==> src/rtl/pipe_stall_ctrl_if.sv <==
// Interface bundling the decode/EX/ID-EX hazard inputs, memory handshake,
// flush/perf controls and the stall/bubble/flush/counter outputs of
// pipe_stall_ctrl.
//   master : pipeline side (drives hazard/handshake inputs, observes controls)
//   slave  : the stall controller
interface pipe_stall_ctrl_if #(
  parameter int ISSUE_W = 2,
  parameter int PERF_W  = 32
);
  logic [ISSUE_W-1:0]   de_valid;
  logic [5*ISSUE_W-1:0] de_rs;
  logic [5*ISSUE_W-1:0] de_rt;
  logic [ISSUE_W-1:0]   ex_valid;
  logic [2*ISSUE_W-1:0] ex_mem_type;
  logic [5*ISSUE_W-1:0] ex_rt;
  logic [2*ISSUE_W-1:0] id_ex_mem_type;
  logic                 if_stall_i;
  logic                 ex_stall_i;
  logic                 mem_stall_i;
  logic                 mem_req;
  logic                 data_ok;
  logic                 flush;
  logic                 perf_clr;

  logic                 if_id_stall_o;
  logic                 id_ex_stall_o;
  logic                 ex_mem_stall_o;
  logic                 id_ex_bubble_o;
  logic                 flush_o;
  logic [2:0]           out_cnt_o;
  logic [PERF_W-1:0]    stall_cnt_o;
  logic [PERF_W-1:0]    lu_cnt_o;

  modport master (
    output de_valid, de_rs, de_rt, ex_valid, ex_mem_type, ex_rt,
           id_ex_mem_type, if_stall_i, ex_stall_i, mem_stall_i,
           mem_req, data_ok, flush, perf_clr,
    input  if_id_stall_o, id_ex_stall_o, ex_mem_stall_o, id_ex_bubble_o,
           flush_o, out_cnt_o, stall_cnt_o, lu_cnt_o
  );

  modport slave (
    input  de_valid, de_rs, de_rt, ex_valid, ex_mem_type, ex_rt,
           id_ex_mem_type, if_stall_i, ex_stall_i, mem_stall_i,
           mem_req, data_ok, flush, perf_clr,
    output if_id_stall_o, id_ex_stall_o, ex_mem_stall_o, id_ex_bubble_o,
           flush_o, out_cnt_o, stall_cnt_o, lu_cnt_o
  );
endinterface

==> src/rtl/pipe_stall_ctrl.sv <==
// Hazard and stall controller for the N-issue pipeline.
// Detects load-use hazards across ISSUE_W lanes (inserting LU_BUBBLES stall
// cycles), optional store->load ordering stalls, tracks outstanding data
// requests (capped at MAX_OUT), defers flushes across fetch stalls and keeps
// saturating stall / load-use performance counters.
// Ports:
//   clk  - clock
//   rst  - asynchronous active-low reset
//   bus  - pipe_stall_ctrl_if.slave: hazard inputs, memory handshake,
//          flush/perf controls; stall, bubble, flush and counter outputs
module pipe_stall_ctrl #(
  parameter int         ISSUE_W       = 2,
  parameter int         LU_BUBBLES    = 1,
  parameter int         STORE_LOAD_EN = 1,
  parameter int         MAX_OUT       = 2,
  parameter int         PERF_W        = 32,
  parameter logic [1:0] MEM_LOAD      = 2'b01,
  parameter logic [1:0] MEM_STOR      = 2'b10
) (
  input logic               clk,
  input logic               rst,
  pipe_stall_ctrl_if.slave  bus
);

  typedef enum logic {FL_IDLE, FL_PEND} fl_state_e;

  fl_state_e         fl_q, fl_d;
  logic [1:0]        lu_cnt_q;
  logic [2:0]        out_cnt_q;
  logic [PERF_W-1:0] stall_cnt_q;
  logic [PERF_W-1:0] lu_evt_q;

  logic frozen, lu_hit, lu_stall, sl_stall, req_full, lu_load;
  logic ex_store, idex_load, flush_fire, out_inc, out_dec;

  // Hazard detection across all lane pairs
  always_comb begin
    lu_hit    = 1'b0;
    ex_store  = 1'b0;
    idex_load = 1'b0;
    for (int unsigned j = 0; j < ISSUE_W; j++) begin
      if (bus.ex_valid[j] && bus.ex_mem_type[2*j +: 2] == MEM_STOR)
        ex_store = 1'b1;
      if (bus.id_ex_mem_type[2*j +: 2] == MEM_LOAD)
        idex_load = 1'b1;
      for (int unsigned i = 0; i < ISSUE_W; i++) begin
        if (bus.ex_valid[j] && bus.ex_mem_type[2*j +: 2] == MEM_LOAD &&
            bus.ex_rt[5*j +: 5] != '0 && bus.de_valid[i] &&
            (bus.ex_rt[5*j +: 5] == bus.de_rs[5*i +: 5] ||
             bus.ex_rt[5*j +: 5] == bus.de_rt[5*i +: 5]))
          lu_hit = 1'b1;
      end
    end
  end

  always_comb begin
    frozen     = bus.if_stall_i | bus.mem_stall_i;
    lu_stall   = lu_hit | (lu_cnt_q != '0);
    sl_stall   = (STORE_LOAD_EN != 0) & ex_store & idex_load;
    req_full   = bus.mem_req & (out_cnt_q == 3'(MAX_OUT)) & ~bus.data_ok;
    flush_fire = (bus.flush | (fl_q == FL_PEND)) & ~bus.if_stall_i;
    lu_load    = lu_hit & (lu_cnt_q == '0) & ~frozen & ~flush_fire;
    // A request arriving at the cap is blocked, so it is never counted
    out_inc    = bus.mem_req & ~bus.data_ok & (out_cnt_q != 3'(MAX_OUT));
    out_dec    = bus.data_ok & ~bus.mem_req & (out_cnt_q != '0);
  end

  // Flush deferral: two states, pending held until fetch stall drops
  always_comb begin
    fl_d = fl_q;
    unique case (fl_q)
      FL_IDLE: if (bus.flush && bus.if_stall_i) fl_d = FL_PEND;
      FL_PEND: if (!bus.if_stall_i) fl_d = FL_IDLE;
      default: fl_d = FL_IDLE;
    endcase
  end

  always_comb begin
    bus.if_id_stall_o  = bus.ex_stall_i | lu_stall | sl_stall | frozen | req_full;
    bus.id_ex_stall_o  = frozen | req_full;
    bus.id_ex_bubble_o = (lu_stall | sl_stall) & ~(frozen | req_full) & ~bus.ex_stall_i;
    bus.flush_o        = flush_fire;
    if (bus.flush || fl_q == FL_PEND)
      bus.ex_mem_stall_o = bus.if_stall_i;
    else
      bus.ex_mem_stall_o = bus.mem_stall_i & ~bus.data_ok;
    bus.out_cnt_o      = out_cnt_q;
    bus.stall_cnt_o    = stall_cnt_q;
    bus.lu_cnt_o       = lu_evt_q;
  end

  always_ff @(posedge clk or negedge rst) begin
    if (!rst) begin
      fl_q        <= FL_IDLE;
      lu_cnt_q    <= '0;
      out_cnt_q   <= '0;
      stall_cnt_q <= '0;
      lu_evt_q    <= '0;
    end else begin
      fl_q <= fl_d;

      if (flush_fire)
        lu_cnt_q <= '0;
      else if (lu_load)
        lu_cnt_q <= 2'(LU_BUBBLES - 1);
      else if (lu_cnt_q != '0 && !frozen)
        lu_cnt_q <= lu_cnt_q - 2'd1;

      if (out_inc)
        out_cnt_q <= out_cnt_q + 3'd1;
      else if (out_dec)
        out_cnt_q <= out_cnt_q - 3'd1;

      if (bus.perf_clr)
        stall_cnt_q <= '0;
      else if (bus.if_id_stall_o && stall_cnt_q != '1)
        stall_cnt_q <= stall_cnt_q + 1'b1;

      if (bus.perf_clr)
        lu_evt_q <= '0;
      else if (lu_load && lu_evt_q != '1)
        lu_evt_q <= lu_evt_q + 1'b1;
    end
  end

endmodule

==> src/flat_wrapper.sv <==
// flat-port wrapper written by rule: the top's interface ports become plain ports
module pipe_stall_ctrl_flat 
#(
  parameter int         ISSUE_W       = 2,
  parameter int         LU_BUBBLES    = 1,
  parameter int         STORE_LOAD_EN = 1,
  parameter int         MAX_OUT       = 2,
  parameter int         PERF_W        = 32,
  parameter logic [1:0] MEM_LOAD      = 2'b01,
  parameter logic [1:0] MEM_STOR      = 2'b10
)
  (clk, rst, bus_de_valid, bus_de_rs, bus_de_rt, bus_ex_valid, bus_ex_mem_type, bus_ex_rt, bus_id_ex_mem_type, bus_if_stall_i, bus_ex_stall_i, bus_mem_stall_i, bus_mem_req, bus_data_ok, bus_flush, bus_perf_clr, bus_if_id_stall_o, bus_id_ex_stall_o, bus_ex_mem_stall_o, bus_id_ex_bubble_o, bus_flush_o, bus_out_cnt_o, bus_stall_cnt_o, bus_lu_cnt_o);
  pipe_stall_ctrl_if #(.ISSUE_W(ISSUE_W), .PERF_W(PERF_W)) bus_i ();
  input logic clk;
  input logic rst;
  input wire logic [$bits(bus_i.de_valid)-1:0] bus_de_valid;
  input wire logic [$bits(bus_i.de_rs)-1:0] bus_de_rs;
  input wire logic [$bits(bus_i.de_rt)-1:0] bus_de_rt;
  input wire logic [$bits(bus_i.ex_valid)-1:0] bus_ex_valid;
  input wire logic [$bits(bus_i.ex_mem_type)-1:0] bus_ex_mem_type;
  input wire logic [$bits(bus_i.ex_rt)-1:0] bus_ex_rt;
  input wire logic [$bits(bus_i.id_ex_mem_type)-1:0] bus_id_ex_mem_type;
  input wire logic [$bits(bus_i.if_stall_i)-1:0] bus_if_stall_i;
  input wire logic [$bits(bus_i.ex_stall_i)-1:0] bus_ex_stall_i;
  input wire logic [$bits(bus_i.mem_stall_i)-1:0] bus_mem_stall_i;
  input wire logic [$bits(bus_i.mem_req)-1:0] bus_mem_req;
  input wire logic [$bits(bus_i.data_ok)-1:0] bus_data_ok;
  input wire logic [$bits(bus_i.flush)-1:0] bus_flush;
  input wire logic [$bits(bus_i.perf_clr)-1:0] bus_perf_clr;
  output wire logic [$bits(bus_i.if_id_stall_o)-1:0] bus_if_id_stall_o;
  output wire logic [$bits(bus_i.id_ex_stall_o)-1:0] bus_id_ex_stall_o;
  output wire logic [$bits(bus_i.ex_mem_stall_o)-1:0] bus_ex_mem_stall_o;
  output wire logic [$bits(bus_i.id_ex_bubble_o)-1:0] bus_id_ex_bubble_o;
  output wire logic [$bits(bus_i.flush_o)-1:0] bus_flush_o;
  output wire logic [$bits(bus_i.out_cnt_o)-1:0] bus_out_cnt_o;
  output wire logic [$bits(bus_i.stall_cnt_o)-1:0] bus_stall_cnt_o;
  output wire logic [$bits(bus_i.lu_cnt_o)-1:0] bus_lu_cnt_o;
  assign bus_i.de_valid = bus_de_valid;
  assign bus_i.de_rs = bus_de_rs;
  assign bus_i.de_rt = bus_de_rt;
  assign bus_i.ex_valid = bus_ex_valid;
  assign bus_i.ex_mem_type = bus_ex_mem_type;
  assign bus_i.ex_rt = bus_ex_rt;
  assign bus_i.id_ex_mem_type = bus_id_ex_mem_type;
  assign bus_i.if_stall_i = bus_if_stall_i;
  assign bus_i.ex_stall_i = bus_ex_stall_i;
  assign bus_i.mem_stall_i = bus_mem_stall_i;
  assign bus_i.mem_req = bus_mem_req;
  assign bus_i.data_ok = bus_data_ok;
  assign bus_i.flush = bus_flush;
  assign bus_i.perf_clr = bus_perf_clr;
  assign bus_if_id_stall_o = bus_i.if_id_stall_o;
  assign bus_id_ex_stall_o = bus_i.id_ex_stall_o;
  assign bus_ex_mem_stall_o = bus_i.ex_mem_stall_o;
  assign bus_id_ex_bubble_o = bus_i.id_ex_bubble_o;
  assign bus_flush_o = bus_i.flush_o;
  assign bus_out_cnt_o = bus_i.out_cnt_o;
  assign bus_stall_cnt_o = bus_i.stall_cnt_o;
  assign bus_lu_cnt_o = bus_i.lu_cnt_o;
  pipe_stall_ctrl #(.ISSUE_W(ISSUE_W), .LU_BUBBLES(LU_BUBBLES), .STORE_LOAD_EN(STORE_LOAD_EN), .MAX_OUT(MAX_OUT), .PERF_W(PERF_W), .MEM_LOAD(MEM_LOAD), .MEM_STOR(MEM_STOR)) u_core (.clk(clk), .rst(rst), .bus(bus_i));
endmodule
==> config.mk <==
export PLATFORM = sky130hd
export DESIGN_NAME = pipe_stall_ctrl_flat
export DESIGN_NICKNAME = d
export VERILOG_FILES = /design/src/rtl/pipe_stall_ctrl_if.sv /design/src/rtl/pipe_stall_ctrl.sv /design/src/flat_wrapper.sv
export SDC_FILE = /design/constraint.sdc
export NUM_CORES = 1
export LEC_CHECK = 0
export CORE_ASPECT_RATIO = 1.2
export CORE_MARGIN = 4
export CORE_UTILIZATION = 30
export DETAILED_ROUTE_END_ITERATION = 10
export GPL_ROUTABILITY_DRIVEN = 1
export PLACE_DENSITY = 0.57
export SYNTH_ARGS = -nofsm -noshare
export SYNTH_HDL_FRONTEND = slang
export SYNTH_SLANG_ARGS = --single-unit
==> constraint.sdc <==
create_clock -name clk -period 2.8 [get_ports clk]
set_clock_uncertainty 0.15 [all_clocks]
set_input_delay 0.56 -clock clk [delete_from_list [all_inputs] [get_ports clk]]
set_output_delay 0.56 -clock clk [all_outputs]
set_load 0.005 [all_outputs]
======== After elaboration in Yosys (flattened, before gate mapping) ========
Cells that the tools add are included.
storage, ports and cells
  output and inout port bits .............. 72
  input port bits ......................... 51
  register bits ........................... 70
  logic and storage cells ................. 113
operators by class
  reduce and logical (&&, ||, !) cells .... 33
  equal/unequal tests ..................... 18
  bitwise logic cells ..................... 31
  multiplexer cells ....................... 21
  $add $sub $neg .......................... 5
operators with widths
  kind                     number
  $mux W32                 4
  $add A32 B1 Y32 const B  2
  $ne A32 B32 Y1 const B   2
  $eq A5 B5 Y1             8
  $logic_and A1 B1 Y1      18
  $and A1 B1 Y1            14
  $mux W1                  11
  $reduce_bool A5 Y1       2
  $or A1 B1 Y1             9
  $eq A2 B1 Y1 const B     4
  $not A1 Y1               8
  $reduce_bool A2 Y1       4
  $mux W2                  3
  $mux W3                  2
  $reduce_bool A3 Y1       2
  $logic_or A1 B1 Y1       5
  $eq A2 B2 Y1 const B     2
  $add A3 B1 Y3 const B    1
  $eq A3 B2 Y1 const B     1
  $ne A3 B2 Y1 const B     1
  $sub A3 B1 Y3 const B    1
  $logic_not A2 Y1         1
  $pmux W1 S2              1
  $sub A2 B1 Y2 const B    1
  $logic_not A1 Y1         1

======== Depth between registers and ports, before layout ========
  depth in word-level cells ............... 17
  depth in mapped cells ................... 12
  mapped depth without buffers ............ 8

======== Least setup slack after synthesis ========
No wires, ideal clock.
  path type ............................... input -> register
  from .................................... input port bus_ex_rt[6]
  to ...................................... register u_core.lu_evt_q[13], in the netlist u_core.bus.lu_cnt_o[13]
  slack ................................... 65 ps
  library setup time ...................... 125 ps
  data required time ...................... 2525 ps
  arrival ................................. 2460 ps
  buffers on the path ..................... 2
  stages .................................. 10
  cell sequence ........................... buf_2 xor2_1 nor4_1 nand3_1 and4_4 nor2_4 o2111ai_4 buf_6 nor4_1 mux2_2
between the ends
  cells in the longest elaborated chain, start to end .. 11
  elaborated cells on any way between the ends .. 19
  those cells by class .................... eq/ne (4); mux (2); bitwise (3); reduce/logical (10)
ends and longest elaborated chain
  item                               RTL line                RTL
  start: declaration                 flat_wrapper.sv:21      input wire logic [$bits(bus_i.ex_rt)-1:0] bus_ex_rt;
  $reduce_bool A5 Y1                 pipe_stall_ctrl.sv:48   bus.ex_rt[5*j +: 5] != '0 && bus.de_valid[i] &&
  $logic_and A1 B1 Y1                pipe_stall_ctrl.sv:47   if (bus.ex_valid[j] && bus.ex_mem_type[2*j +: 2] == MEM_LOAD &&
  $logic_and A1 B1 Y1 (2 in series)  pipe_stall_ctrl.sv:48
  $mux W1                            pipe_stall_ctrl.sv:47
  $mux W1 *                          pipe_stall_ctrl.sv:47
  $and A1 B1 Y1 * (3 in series)      pipe_stall_ctrl.sv:62   lu_load = lu_hit & (lu_cnt_q == '0) & ~frozen & ~flush_fire;
  $logic_and A1 B1 Y1 *              pipe_stall_ctrl.sv:121  else if (lu_load && lu_evt_q != '1)
  $reduce_bool A2 Y1 (no line) *     n/a
  end signal: assignment             pipe_stall_ctrl.sv:122  lu_evt_q <= lu_evt_q + 1'b1;
  end: declaration                   pipe_stall_ctrl.sv:31   logic [PERF_W-1:0] lu_evt_q;
Mark *: on every way between the ends. The rest lies on a longest branch, timed or not.
A chain may end at the register's enable or synchronous reset.

======== Final worst setup path ========
  from .................................... input port bus_ex_rt[3]
  to ...................................... output port bus_id_ex_bubble_o
between the ends
  cells in the longest elaborated chain, start to end .. 12
  elaborated cells on any way between the ends .. 20
  those cells by class .................... eq/ne (4); mux (4); bitwise (4); reduce/logical (8)
ends and longest elaborated chain
  item                               RTL line               RTL
  $reduce_bool A5 Y1                 pipe_stall_ctrl.sv:48
  $logic_and A1 B1 Y1                pipe_stall_ctrl.sv:47
  $logic_and A1 B1 Y1 (2 in series)  pipe_stall_ctrl.sv:48
  $mux W1                            pipe_stall_ctrl.sv:47
  $mux W1 * (3 in series)            pipe_stall_ctrl.sv:47
  $or A1 B1 Y1 *                     pipe_stall_ctrl.sv:58  lu_stall = lu_hit | (lu_cnt_q != '0);
  $or A1 B1 Y1 *                     pipe_stall_ctrl.sv:81  bus.id_ex_bubble_o = (lu_stall | sl_stall) & ~(frozen | req_full) & ~bus.ex_stall_i;
  $and A1 B1 Y1 * (2 in series)      pipe_stall_ctrl.sv:81
  end: declaration                   flat_wrapper.sv:33     output wire logic [$bits(bus_i.id_ex_bubble_o)-1:0] bus_id_ex_bubble_o;
Marked as above.

==> qor.yml <==
synth_ff_type: "dfrtp_1"
drive_gt1_share_pct: 25.49
synthesis.area_um2: 4667
cts_made_buffers: 9
yosysTopAreaCell: "dfrtp_1"
wl_um: 14510
multi_input_area_um2: 3025
hpwlAfterDp_um: 10470
drtIter0Drc: 353
dieHeight_um: 144.6
vias_per_cell: 5.220
grt_use_total_pct: 16.36
clk_pin_slew_worst_paths_ns: 0.06
grt_pass1_vias: 4825
max_slew_margin_pct: 64.61
p_leak_nw: 2.773
firstDrtPassIters: 4
ys_ff_latch: 70
yosys.area.top_type_share_pct: 37.53
grt_antenna_before_repair: 0
finalInstanceArea_um2: 7077
async_flop_share_pct: 100.0
drc: 0
fin_ws_ns: 0.006193
cap_violations: 0
nets: 760
path_class: "input port to output pin"
status: "complete, no violations"
synthesis.nets: 596
grt_pass1_wl_um: 23130
clkLatencyLatePin_ns: 0.34
path_common_cell: "nor3_2"
yosysMostFrequentCell: "dfrtp_1"
vdd_drop_max_mv: 0.2333
gp_congestion: 0.8894
cts_max_path_buffers: 2
synth_cell_types: 53
grt_max_degree: 84
crit_slowest_cell: "or4_4"
yosys-top-cells-count: "dfrtp_1, a21oi_1, o21ai_0"
cts.sinks: 70
antenna_left: 0
crit_fanout: 2
grt_remaining_overflow: 0
num_rows: 49
end_kind: "output pin"
vias: 4771
place.port_buffers: 122
die_w_um: 121.9
final.period_utilization_pct: 99.78
required_ns: 2.09
fillCellCount: 1472
core_um2: 15140
hold_viol: 0
worst_pin_slew_ns: 0.5308
fin_crit_ns: 2.794
cp.arrival_ns: 2.08
syn_avg_cell_area_um2: 8.627
synth_edf_count: 0
setup_viol: 0
wl_per_cell_um: 15.87
cts-root-buf: "clkbuf_16"
hold_class: "input port to async pin"
io_pins: 123
dp_slack_ns: -0.7773
initial_core_util_pct: 30.82
seq_area_um2: 1752
cts_tree: "built"
dieArea_um2: 17620
rsz0062_at_grt: "true"
synthTopCellsByArea: "dfrtp_1, a21oi_1, xor2_1, or3_1, o21ai_0"
syn_inst: 541
placed_area_um2: 6470
yosysSeqAreaShare_pct: 37.53
n_antenna_cell: 0
maxSlewViolCount: 0
yosys_warnings: 0
worst_setup_path_start_kind: "input port"
fmaxAchievable_mhz: 357.9
cts_htree_levels: 3
p_per_area_nw_per_um2: 388.4
crit_chain: "clkdlybuf4s15_2 -> or4_4 -> o2111ai_4 -> a21oi_2 -> buf_4 -> nor3_2 -> nor3_2 -> buf_2"
area.growth.synth_to_final_pct: 51.64
slowest_delay_ns: 0.54
-- through the flow --
step | TNS [ns] | power [mW] | hold slack [ns] | instances | util, %
after floorplan | 0 | 1.305 | 0.1144 | 541 | -
after CTS | -0.04033 | 2.782 | 0.04289 | 910 | 45.14
after global routing | -0.3003 | 2.887 | 0.07562 | 914 | 46.73
after detailed placement | -35.35 | 1.591 | 0.3322 | 890 | 42.72
final | 0 | 2.749 | 0.03450 | 914 | 46.73
after global placement | -33.35 | 1.582 | 0.3085 | 890 | 42.72
-- worst paths after layout --
path	depth (start not counted)	end	start	slack, ns
min reg2reg	1	u_core.lu_cnt_q[0]	u_core.lu_cnt_q[0]	0.33
max	8	bus_id_ex_bubble_o	bus_ex_rt[3]	0.006
min	1	u_core.bus.lu_cnt_o[14]	rst	0.03
min in group clk	1	u_core.lu_cnt_q[0]	u_core.lu_cnt_q[0]	0.33
max in group asynchronous	2	u_core.bus.stall_cnt_o[27]	rst	1.80
max reg2reg	8	u_core.bus.lu_cnt_o[13]	u_core.bus.lu_cnt_o[5]	0.18
-- critical path, delay by kind of cell --
kind	cells	cell delay, ns
simple gates	3	0.79
buf+inv	3	0.46
compound gates	2	0.26
-- cell type report --
type                       count  share of cell area, %
inverter                      11                 0.5835
timing repair buffer         189                  24.05
sequential                    70                  24.75
multi-input combinational    424                  42.75
clock buffer                  12                  3.624
tap                          204                  3.607
clock inverter                 4                 0.6365
-- layout by cell type, fill, tap and decap left out, drive strengths merged, types with 10 or more instances in the layout --
master	n
o31ai	10
a21oi	46
xor2	25
inv	11
nand4	21
or4	13
nor2	36
o21ai	41
clkbuf	29
or3	31
buf	77
mux2	15
clkdlybuf4s50	86
nor4	16
nor2b	15
xnor2	17
nand2	27
nor3	13
and3	15
dfrtp	70
nand3	34
-- state kept, by name, summed over array words and instances, names as in the netlist --
| signal | cells |
|---|---|
| u_core.bus.lu_cnt_o | 32 |
| u_core.bus.stall_cnt_o | 32 |
| u_core.bus.out_cnt_o | 3 |
| u_core.fl_q | 1 |
| u_core.lu_cnt_q | 2 |
-- cells by family after synthesis --
| group | after synthesis | synth area share [%] |
|---|---|---|
| AND/OR/NAND/NOR | 246 | 30.00 |
| AO/OA/AOI/OAI | 114 | 14.50 |
| flip-flops | 70 | 37.53 |
| buffers and inverters | 47 | 4.584 |
| XOR/XNOR | 42 | 7.882 |
| multiplexers | 18 | 4.263 |
| adder cells (fa/ha/maj) | 4 | 1.233 |
-- where the power goes --
part,internal (mW),total [mW],switching (mW),leakage [nW]
Combinational,0.266,0.524,0.258,1.65
Clock,0.734,1.17,0.432,0.152
Sequential,1.04,1.06,0.0195,0.970
Total,2.04,2.75,0.709,2.77
-- what timing repair did --
item	in CTS	in global routing
cloned	0	2
resized for setup	85	79
pin swaps	21	36
setup endpoints to repair	67	28
hold buffers	0	0
setup buffers	4	2
-- per-layer routing --
layer  GRT usage [%]  share of wire (%)  wire (um)  up-vias
met1           18.96                 41       5982     2303
met3           4.538                5.8        836       17
met2           28.93                 51       7446      139
met5               0                  0          0        -
met4           5.782                1.7        245        0
li1                -                  -          -     2312
No activity file was read; power rests on OpenSTA's default activity.
